$ cat config.mk
export PLATFORM = sky130hd
export DESIGN_NAME = bundle_serializer
export DESIGN_NICKNAME = d
export VERILOG_FILES = /design/src/rtl/bundle_link_pkg.sv /design/src/rtl/bundle_beat_shifter.sv /design/src/rtl/bundle_serializer.sv
export SDC_FILE = /design/constraint.sdc
export NUM_CORES = 1
export LEC_CHECK = 0
export ABC_AREA = 1
export CAP_MARGIN = 10
export CORE_ASPECT_RATIO = 0.7
export CORE_UTILIZATION = 50
export DETAILED_ROUTE_END_ITERATION = 12
export GPL_TIMING_DRIVEN = 0
export PLACE_DENSITY_LB_ADDON = 0.08
export RECOVER_POWER = 25
export SLEW_MARGIN = 5
export SYNTH_ARGS = -nofsm -noshare
export SYNTH_HDL_FRONTEND = slang
export SYNTH_SLANG_ARGS = --single-unit
$ cat constraint.sdc
create_clock -name clock -period 3.2 [get_ports clock]
set_input_delay 0.64 -clock clock [delete_from_list [all_inputs] [get_ports clock]]
set_output_delay 0.64 -clock clock [all_outputs]
set_load 0.02 [all_outputs]
$ cat src/rtl/bundle_link_pkg.sv
`default_nettype none
// ============================================================================
// Module      : bundle_link_pkg
// Description : Shared definitions for the four-field test bundle link:
//               packed layout, field offsets, beat-count helper, FSM states.
// Revision    : 1.0 - initial release
// ============================================================================
package bundle_link_pkg;

    localparam int BUNDLE_W  = 11;
    localparam int UINT4_LSB = 0;
    localparam int SINT5_LSB = 4;
    localparam int ABOOL_BIT = 9;
    localparam int BBOOL_BIT = 10;

    // Field order is MSB first so the struct bits line up with the packed word.
    typedef struct packed {
        logic       aBottomBool;
        logic       aBundle_aBool;
        logic [4:0] aSInt5;
        logic [3:0] aUInt4;
    } bundle_t;

    typedef enum logic [0:0] {
        ST_IDLE = 1'b0,
        ST_SEND = 1'b1
    } serState_t;

    // Beats needed to carry one bundle at the given beat width.
    function automatic int nbeats(input int beatW);
        return (BUNDLE_W + beatW - 1) / beatW;
    endfunction

    // Place each field at its fixed offset in the packed word.
    function automatic logic [BUNDLE_W-1:0] packBundle(input bundle_t b);
        logic [BUNDLE_W-1:0] p;
        p                  = '0;
        p[UINT4_LSB +: 4]  = b.aUInt4;
        p[SINT5_LSB +: 5]  = b.aSInt5;
        p[ABOOL_BIT]       = b.aBundle_aBool;
        p[BBOOL_BIT]       = b.aBottomBool;
        return p;
    endfunction

endpackage
`default_nettype wire

$ cat src/rtl/bundle_beat_shifter.sv
`default_nettype none
// ============================================================================
// Module      : bundle_beat_shifter
// Description : Parallel-load right-shift register with beat index. Presents
//               the low BEAT_W bits as the current beat and flags the last one.
// Revision    : 1.0 - initial release
// ============================================================================
module bundle_beat_shifter #(
    parameter int BEAT_W = 4,
    parameter int NBEATS = 3
) (
    input  logic                     clock,
    input  logic                     reset,
    input  logic                     load,
    input  logic [NBEATS*BEAT_W-1:0] loadData,
    input  logic                     advance,
    output logic [BEAT_W-1:0]        beatBits,
    output logic                     atLast
);

    localparam int FRAME_W = NBEATS * BEAT_W;
    localparam int IDX_W   = (NBEATS > 1) ? $clog2(NBEATS) : 1;
    localparam logic [IDX_W-1:0] LAST_IDX = IDX_W'(NBEATS - 1);

    logic [FRAME_W-1:0] r_shiftReg;
    logic [IDX_W-1:0]   r_idx;

    // Load wins over advance so a new frame can start as the old one ends.
    always_ff @(posedge clock or negedge reset) begin
        if (!reset) begin
            r_shiftReg <= '0;
            r_idx      <= '0;
        end else if (load) begin
            r_shiftReg <= loadData;
            r_idx      <= '0;
        end else if (advance && (r_idx != LAST_IDX)) begin
            r_shiftReg <= r_shiftReg >> BEAT_W;
            r_idx      <= r_idx + IDX_W'(1);
        end
    end

    assign beatBits = r_shiftReg[BEAT_W-1:0];
    assign atLast   = (r_idx == LAST_IDX);

endmodule
`default_nettype wire

$ cat src/rtl/bundle_serializer.sv
`default_nettype none
// ============================================================================
// Module      : bundle_serializer
// Description : Accepts a four-field bundle per handshake, packs it into an
//               11-bit word and sends it LSB-first as BEAT_W-bit beats with a
//               last flag. Back-to-back frames run with no idle cycle.
// Revision    : 1.0 - initial release
// ============================================================================
module bundle_serializer #(
    parameter int BEAT_W = 4,
    parameter int CNT_W  = 8
) (
    input  logic              clock,
    input  logic              reset,
    input  logic              io_in_valid,
    output logic              io_in_ready,
    input  logic [3:0]        io_in_aUInt4,
    input  logic [4:0]        io_in_aSInt5,
    input  logic              io_in_aBundle_aBool,
    input  logic              io_in_aBottomBool,
    output logic              io_out_valid,
    input  logic              io_out_ready,
    output logic [BEAT_W-1:0] io_out_bits,
    output logic              io_out_last,
    output logic [CNT_W-1:0]  io_frames_sent
);

    import bundle_link_pkg::*;

    localparam int NBEATS  = nbeats(BEAT_W);
    localparam int FRAME_W = NBEATS * BEAT_W;

    serState_t           r_state;
    serState_t           w_stateNext;
    logic                w_inReady;
    logic                w_inFire;
    logic                w_outValid;
    logic                w_outFire;
    logic                w_last;
    logic                w_isLastIdx;
    bundle_t             w_bundle;
    logic [BUNDLE_W-1:0] w_packed;
    logic [FRAME_W-1:0]  w_frame;
    logic [BEAT_W-1:0]   w_beatBits;
    logic [CNT_W-1:0]    r_framesSent;

    assign w_bundle = '{aBottomBool:   io_in_aBottomBool,
                        aBundle_aBool: io_in_aBundle_aBool,
                        aSInt5:        io_in_aSInt5,
                        aUInt4:        io_in_aUInt4};
    assign w_packed = packBundle(w_bundle);

    // Pad bits above the bundle are forced to zero when the frame is wider.
    generate
        if (FRAME_W > BUNDLE_W) begin : g_pad
            assign w_frame = {{(FRAME_W - BUNDLE_W){1'b0}}, w_packed};
        end else begin : g_noPad
            assign w_frame = w_packed;
        end
    endgenerate

    bundle_beat_shifter #(
        .BEAT_W (BEAT_W),
        .NBEATS (NBEATS)
    ) u_shifter (
        .clock    (clock),
        .reset    (reset),
        .load     (w_inFire),
        .loadData (w_frame),
        .advance  (w_outFire),
        .beatBits (w_beatBits),
        .atLast   (w_isLastIdx)
    );

    assign w_inFire  = io_in_valid && w_inReady;
    assign w_outFire = w_outValid && io_out_ready;

    // State register; an asynchronous reset drops any partial frame.
    always_ff @(posedge clock or negedge reset) begin
        if (!reset) begin
            r_state <= ST_IDLE;
        end else begin
            r_state <= w_stateNext;
        end
    end

    // Next state and handshake; ready reaches back to io_out_ready only on the last beat.
    always_comb begin
        w_stateNext = r_state;
        w_outValid  = 1'b0;
        w_last      = 1'b0;
        w_inReady   = 1'b0;
        case (r_state)
            ST_IDLE: begin
                w_inReady = 1'b1;
                if (io_in_valid) begin
                    w_stateNext = ST_SEND;
                end
            end
            ST_SEND: begin
                w_outValid = 1'b1;
                w_last     = w_isLastIdx;
                w_inReady  = w_isLastIdx && io_out_ready;
                if (w_isLastIdx && io_out_ready) begin
                    w_stateNext = io_in_valid ? ST_SEND : ST_IDLE;
                end
            end
            default: begin
                w_stateNext = ST_IDLE;
            end
        endcase
    end

    // Completed-frame counter, wrapping at 2^CNT_W.
    always_ff @(posedge clock or negedge reset) begin
        if (!reset) begin
            r_framesSent <= '0;
        end else if (w_outFire && w_last) begin
            r_framesSent <= r_framesSent + CNT_W'(1);
        end
    end

    assign io_in_ready    = w_inReady;
    assign io_out_valid   = w_outValid;
    assign io_out_last    = w_last;
    assign io_out_bits    = w_outValid ? w_beatBits : '0;
    assign io_frames_sent = r_framesSent;

endmodule
`default_nettype wire

==> key figures, run 1 <==
Setup path
  – Worst EP arrival: 2.06 ns
  – Critical Path RT: 2.56 ns
  – CP endpoint kind: output port
  – Crit path cell chain: dlygate4sd3_1 -> nand2_2 -> nand2_4 -> clkdlybuf4s50_1
  – CP Launch Type: input pin
  – CP max FO: 4
  – Crit-path max cell delay: 0.60 ns
  – Slowest cell on crit path: dlygate4sd3_1
  – Critical Path Start: io_out_ready
  – Setup CP Type: input pin to output port
  – R2r startpoint: u_shifter.r_idx[0]$_DFFE_PN0P_

Clocking
  – Max Buffers Root-to-Sink: 2
  – Clock Pin Slew Worst Setup and Hold Paths: 0.11 ns
  – Root buffer cell: clkbuf_4
  – Hold_buf cts: 0
  – H-tree levels: 1
  – # Post-CTS Setup Buffers: 0
  – Total CTS buffers: 3
  – # clock sinks: 22
  – Worst skew pair latency: 0.30 ns
  – PostCTS Resize Cnt: 0
  – TritonCTS clock tree: yes

Yosys
  – Yosys warning count: 0
  – Syn nets: 149
  – Yosys reg bits: 22
  – Cells after Synth: 132
  – Cell Area, Synth: 1100 µm²
  – Seq/Total Area, Yosys: 50.06%
  – Post-Syn Area per Cell: 8.332 µm²
  – Post-synthesis cell type count: 20

Layout
  – Layout Nets: 183
  – N_diodes: 0
  – Area grow syn2layout: 30.03%
  – Share of post-route cells with drive strength above 1: 7.317%
  – Layout Cells excl Fill: 194
  – Post-route cell area: 1430 µm²

Routing
  – Routed Antenna Nets: 0
  – Pre-Repair DR Iteration Count: 8
  – Via count: 876
  – Vias per cell: 4.515
  – DRT iter0 DRCs: 30
  – Post-Route WL: 2175 µm
  – Residual DRC: 3
  – Wire per inst: 11.21 µm

Power
  – Leak: 0.7393 nW
  – VDD IR max: 419.5 µV
  – Total Power: 1.036 mW
  – PwrDens: 724.5 nW/µm²

Place
  – Placed cell area: 1428 µm²
  – HPWL after detailed placement: 1681 µm
  – GP Congestion: 0.7363
  – Inst Count DP: 191
  – Port bufs: 29

Floorplan
  – Die H: 41.24 µm
  – Core Region: 1968 µm²
  – Die Wd: 58.06 µm
  – Ports: 30
  – Die footprint: 2394 µm²
  – Initial core utilization: 55.88%
  – Site Rows: 13

Timing
  – Unrepaired setup endpoints after global routing: false
  – Final Hold Fails: 0
  – Slew @ Worst Pin: 0.9495 ns
  – Fin crit share: 84.37%
  – Setup TNS: 0 ns
  – Slew headroom: 36.49%
  – Post-Route Skew: 0.002624 ns
  – Final Setup Violations: 0
  – Min cycle time layout: 2.700 ns
  – Max Slew Vio Count: 0
  – Fmax: 370.4 MHz

GRT
  – GRT Util Overall: 20.86%
  – Pin count of the biggest net entering global routing: 23
  – Grt ovf: 0
  – Initial antenna violation count: 0
  – Vias in the first global route: 812
  – Global-route wire length before repair: 3463 µm

Worst hold path
  – Hold Crit Start: u_shifter.r_shiftReg[8]$_DFFE_PN0P_
  – Hold Path Class: flip-flop to flip-flop

Status
  – Failing checks: design-rule violations
  – Status: finished, violations left

Run
  – Max Cap Violations: 0
## area by class of cell
type / instances / area (µm²)
Buffer: 1 / 11.26
Multi-Input combinational cell: 92 / 451.7
Fill cell: 167 / 538.0
Sequential cell: 22 / 550.5
Inverter: 17 / 66.31
Clock buffer: 3 / 22.52
Tap cell: 30 / 37.54
Timing Repair Buffer: 29 / 290.3
## metal layers
| layer | part of all wire (%) | routed length [µm] | vias up | global-route usage (%) |
|---|---|---|---|---|
| met3 | 5.3 | 116 | 2 | 6.940 |
| met5 | 0 | 0 | - | 0 |
| met4 | 0.60 | 13 | 0 | 6.548 |
| li1 | - | - | 467 | - |
| met1 | 47 | 1022 | 383 | 24.27 |
| met2 | 47 | 1023 | 24 | 37.93 |
## worst max-delay path: cells and delay by family
| kind | cells | cell delay [ns] |
|---|---|---|
| simple gates | 2 | 0.22 |
| buf+inv | 2 | 1.20 |
## logic make-up (layout without fill, tap and decap cells)
family | after synthesis | in the layout | synth area share [%]
AND/OR/NAND/NOR | 80 | 80 | 33.11
flip-flops | 22 | 22 | 50.06
buffers and inverters | 18 | 50 | 7.054
AO/OA/AOI/OAI | 5 | 5 | 3.527
XOR/XNOR | 5 | 5 | 3.983
adder cells (fa/ha/maj) | 2 | 2 | 2.275
## Yosys cell counts
library cell	count	area share, %
dfrtp_1	22	50
nand2_1	56	19
inv_1	16	5.5
nand4_1	1	0.57
o21ai_0	2	0.91
nand2_2	3	1.7
nand2_4	2	2.0
xor2_1	3	2.4
a31oi_1	2	1.1
ha_1	2	2.3
nor2_1	5	1.7
nand3b_1	1	0.68
inv_4	1	0.57
xnor2_1	2	1.6
nand3_4	1	1.6
nor2_2	1	0.57
nand3_1	9	4.1
buf_6	1	1.0
nor2_4	1	1.0
a21oi_4	1	1.5
## final timing paths
check,to,slack (ns),cells past startpoint
min,u_shifter.r_shiftReg[8]$_DFFE_PN0P_,0.48,2
max,io_in_ready,0.50,4
min reg2reg,u_shifter.r_shiftReg[8]$_DFFE_PN0P_,0.48,2
max in group asynchronous,u_shifter.r_shiftReg[4]$_DFFE_PN0P_,1.70,1
max reg2reg,io_frames_sent[6]$_DFFE_PN0P_,1.52,7
min in group asynchronous,u_shifter.r_shiftReg[3]$_DFFE_PN0P_,0.92,1
## placed cells by master, fill, tap and decap left out, drive strengths merged, types with 3 or more instances in the layout
master and instances:
clkbuf 3, clkdlybuf4s50 27, dfrtp 22, inv 17, nand2 61, nand3 10
nor2 7, xor2 3
## registers in the layout, summed over array words and instances, names as in the netlist
name / flops
io_frames_sent: 8
u_shifter.r_idx: 2
u_shifter.r_shiftReg: 11
r_state: 1
## power breakdown
group | switching [mW] | total [mW] | internal, mW
registers | 0.0630 | 0.430 | 0.367
logic | 0.272 | 0.485 | 0.213
clock network | 0.0770 | 0.121 | 0.0439
## through the flow
stage          utilization, %  worst slack, ns  hold WS [ns]
3_3_place_gp            72.54           0.5131        0.4542
4_1_cts                 73.68           0.5141        0.4855
5_1_grt                 72.66           0.4620        0.5415
2_1_floorplan               -            1.629        0.3444
3_5_place_dp            72.54           0.5210        0.4591
6_report                72.66           0.5000        0.4820
No activity file was read; power rests on OpenSTA's default activity.
==> run 2: changes to the inputs <==
- CORE_UTILIZATION: 50 -> 47
- clock period: 3.2 -> 2.49 ns (I/O delays scaled with it)
==> run 2 against run 1 <==
The flow now finishes without violations. Clock power up 26%. Via count is 0.68% higher. Worst setup slack got worse by 0.37 ns. Cell area rose by 0.35%. Sequential cell count stayed put. Clock skew up 0.0028 ns. Register-to-register slack got worse by 0.65 ns. Final cell count is 1.0% higher. Core utilization shrank 6.6 points. Critical path type unchanged.
==> key figures, run 2 (same netlist as run 1, synthesis figures left out) <==
Status
  – Status: complete, no violations

Timing
  – Unrepaired setup endpoints after global routing: false
  – Hold WS: 0.4838 ns (+0.001859 ns)
  – Post-Route Skew: 0.005407 ns (+0.002783 ns)
  – Final Hold Fails: 0 (unchanged)
  – Setup TNS: 0 ns (unchanged)
  – Final Setup Violations: 0 (unchanged)
  – Fin crit share: 94.70%
  – Max Slew Vio Count: 0 (unchanged)
  – Min cycle time layout: 2.358 ns
  – Slew headroom: 33.83% (-2.7 points)
  – Fmax: 424.1 MHz
  – Slew @ Worst Pin: 0.9892 ns (+0.03972 ns)

Clocking
  – Worst skew pair latency: 0.30 ns (about the same)
  – Max Buffers Root-to-Sink: 2 (unchanged)
  – TritonCTS clock tree: yes
  – Total CTS buffers: 3 (unchanged)
  – Clock Pin Slew Worst Setup and Hold Paths: 0.11 ns (about the same)
  – H-tree levels: 1 (unchanged)
  – Root buffer cell: clkbuf_4
  – # clock sinks: 22 (unchanged)

Setup path
  – Setup CP Type: input pin to output port
  – Crit path cell chain: clkdlybuf4s50_1 -> nand2_2 -> nand2_4 -> clkdlybuf4s50_1
  – Worst EP arrival: 1.86 ns (-0.20 ns)
  – Most frequent cell on the critical path: clkdlybuf4s50_1
  – Slowest cell on crit path: clkdlybuf4s50_1
  – Crit-path max cell delay: 0.61 ns (about the same)
  – Critical Path RT: 1.99 ns (-0.57 ns)
  – CP Launch Type: input pin
  – CP max FO: 4 (unchanged)
  – CP endpoint kind: output port

Power
  – PwrDens: 925.5 nW/µm² (+28%)
  – VDD IR max: 476.1 µV (+14%)
  – Leak: 0.7374 nW (-0.26%)

GRT
  – Pin count of the biggest net entering global routing: 23 (unchanged)
  – Global-route wire length before repair: 3456 µm (-0.20%)
  – GRT Util Overall: 18.44% (-2.4 points)
  – Vias in the first global route: 817 (+0.62%)
  – Initial antenna violation count: 0 (unchanged)
  – Grt ovf: 0 (unchanged)

Place
  – HPWL after detailed placement: 1586 µm (-5.7%)
  – GP Congestion: 0.7197 (-2.3%)
  – Inst Count DP: 193 (+1.0%)
  – Port bufs: 29 (unchanged)
  – Placed cell area: 1430 µm² (+0.18%)

Floorplan
  – Die footprint: 2540 µm² (+6.1%)
  – Die H: 42.47 µm (+3.0%)
  – Ports: 30 (unchanged)
  – Initial core utilization: 50.63% (-5.2 points)
  – Core Region: 2172 µm² (+10%)
  – Site Rows: 14 (+1)
  – Die Wd: 59.82 µm (+3.0%)

Layout
  – Leading cell types in the layout, fill and taps excluded: 56 x nand2_1, 28 x clkdlybuf4s50_1, 22 x dfrtp_1
  – Final core occ: 66.07% (-6.6 points)
  – N_diodes: 0 (unchanged)
  – Largest reg by FF count: u_shifter.r_shiftReg
  – Layout Nets: 183 (unchanged)
  – Max reg flops: 11 (unchanged)
  – Area grow syn2layout: 30.49%
  – Layout Cells excl Fill: 196 (+1.0%)
  – Most common cell after layout, fill and taps aside: nand2_1
  – Share of post-route cells with drive strength above 1: 7.927% (+0.61 points)
  – Post-route cell area: 1435 µm² (+0.35%)

Routing
  – Post-Route WL: 2049 µm (-5.8%)
  – Residual DRC: 0 (-3)
  – Via count: 882 (+0.68%)
  – Vias per cell: 4.500 (-0.34%)
  – Pre-Repair DR Iteration Count: 4 (-4)
  – Routed Antenna Nets: 0 (unchanged)
  – Wire per inst: 10.45 µm (-6.8%)
  – DRT iter0 DRCs: 44 (+47%)

Run
  – Max Cap Violations: 0 (unchanged)

Worst hold path
  – Hold Path Class: flip-flop to flip-flop
run 2: area by class of cell:
class,instances,area [µm²]
fillers,198,737.0
flip-flops and latches,22,550.5
multi-input cells,92,454.2
repair buffers,29,290.3
inverters,17,66.31
well taps,32,40.04
clock buffers,3,22.52
plain buffers,1,11.26
run 2: repair_timing:
item / CTS / global route
gates resized for setup: 0 / 1
endpoints found under the setup margin: 0 / 1
hold buffers: 0 / 0
endpoints found under the hold margin: 0 / 0
buffers inserted: 0 / 0
run 2: power by group:
group / internal, mW / leakage [nW] / switching, mW
logic: 0.276 / 0.444 / 0.346
clock network: 0.0563 / 0.0138 / 0.0968
registers: 0.472 / 0.279 / 0.0814
run 2: metrics by stage:
stage,worst slack (ns),total power [mW]
detailed placement,0.05730,1.199
global placement,0.08428,1.180
CTS,0.05853,1.354
finish,0.1321,1.328
global route,0.09512,1.433
floorplan,1.061,0.9471
run 2: per-layer routing:
layer / share of wire (%) / global-route usage, %
met4: 1.0 / 4.186
met3: 4.3 / 5.556
met2: 45 / 28.89
met1: 50 / 25.00
met5: 0 / 0
run 2: worst paths after layout:
path | slack (ns) | end | depth (start not counted) | startpoint
max in group asynchronous | 1.09 | u_shifter.r_shiftReg[5]$_DFFE_PN0P_ | 1 | reset
min | 0.48 | u_shifter.r_shiftReg[8]$_DFFE_PN0P_ | 2 | u_shifter.r_shiftReg[8]$_DFFE_PN0P_
max | 0.13 | io_in_ready | 4 | io_out_ready
max reg2reg | 0.87 | io_frames_sent[6]$_DFFE_PN0P_ | 7 | u_shifter.r_idx[0]$_DFFE_PN0P_
min in group asynchronous | 0.80 | io_frames_sent[6]$_DFFE_PN0P_ | 1 | reset
min reg2reg | 0.48 | u_shifter.r_shiftReg[8]$_DFFE_PN0P_ | 2 | u_shifter.r_shiftReg[8]$_DFFE_PN0P_
run 2: critical path: cells and delay by family:
family / cells / cell delay (ns)
buffers and inverters: 2 / 1.15
AND/OR/NAND/NOR: 2 / 0.22
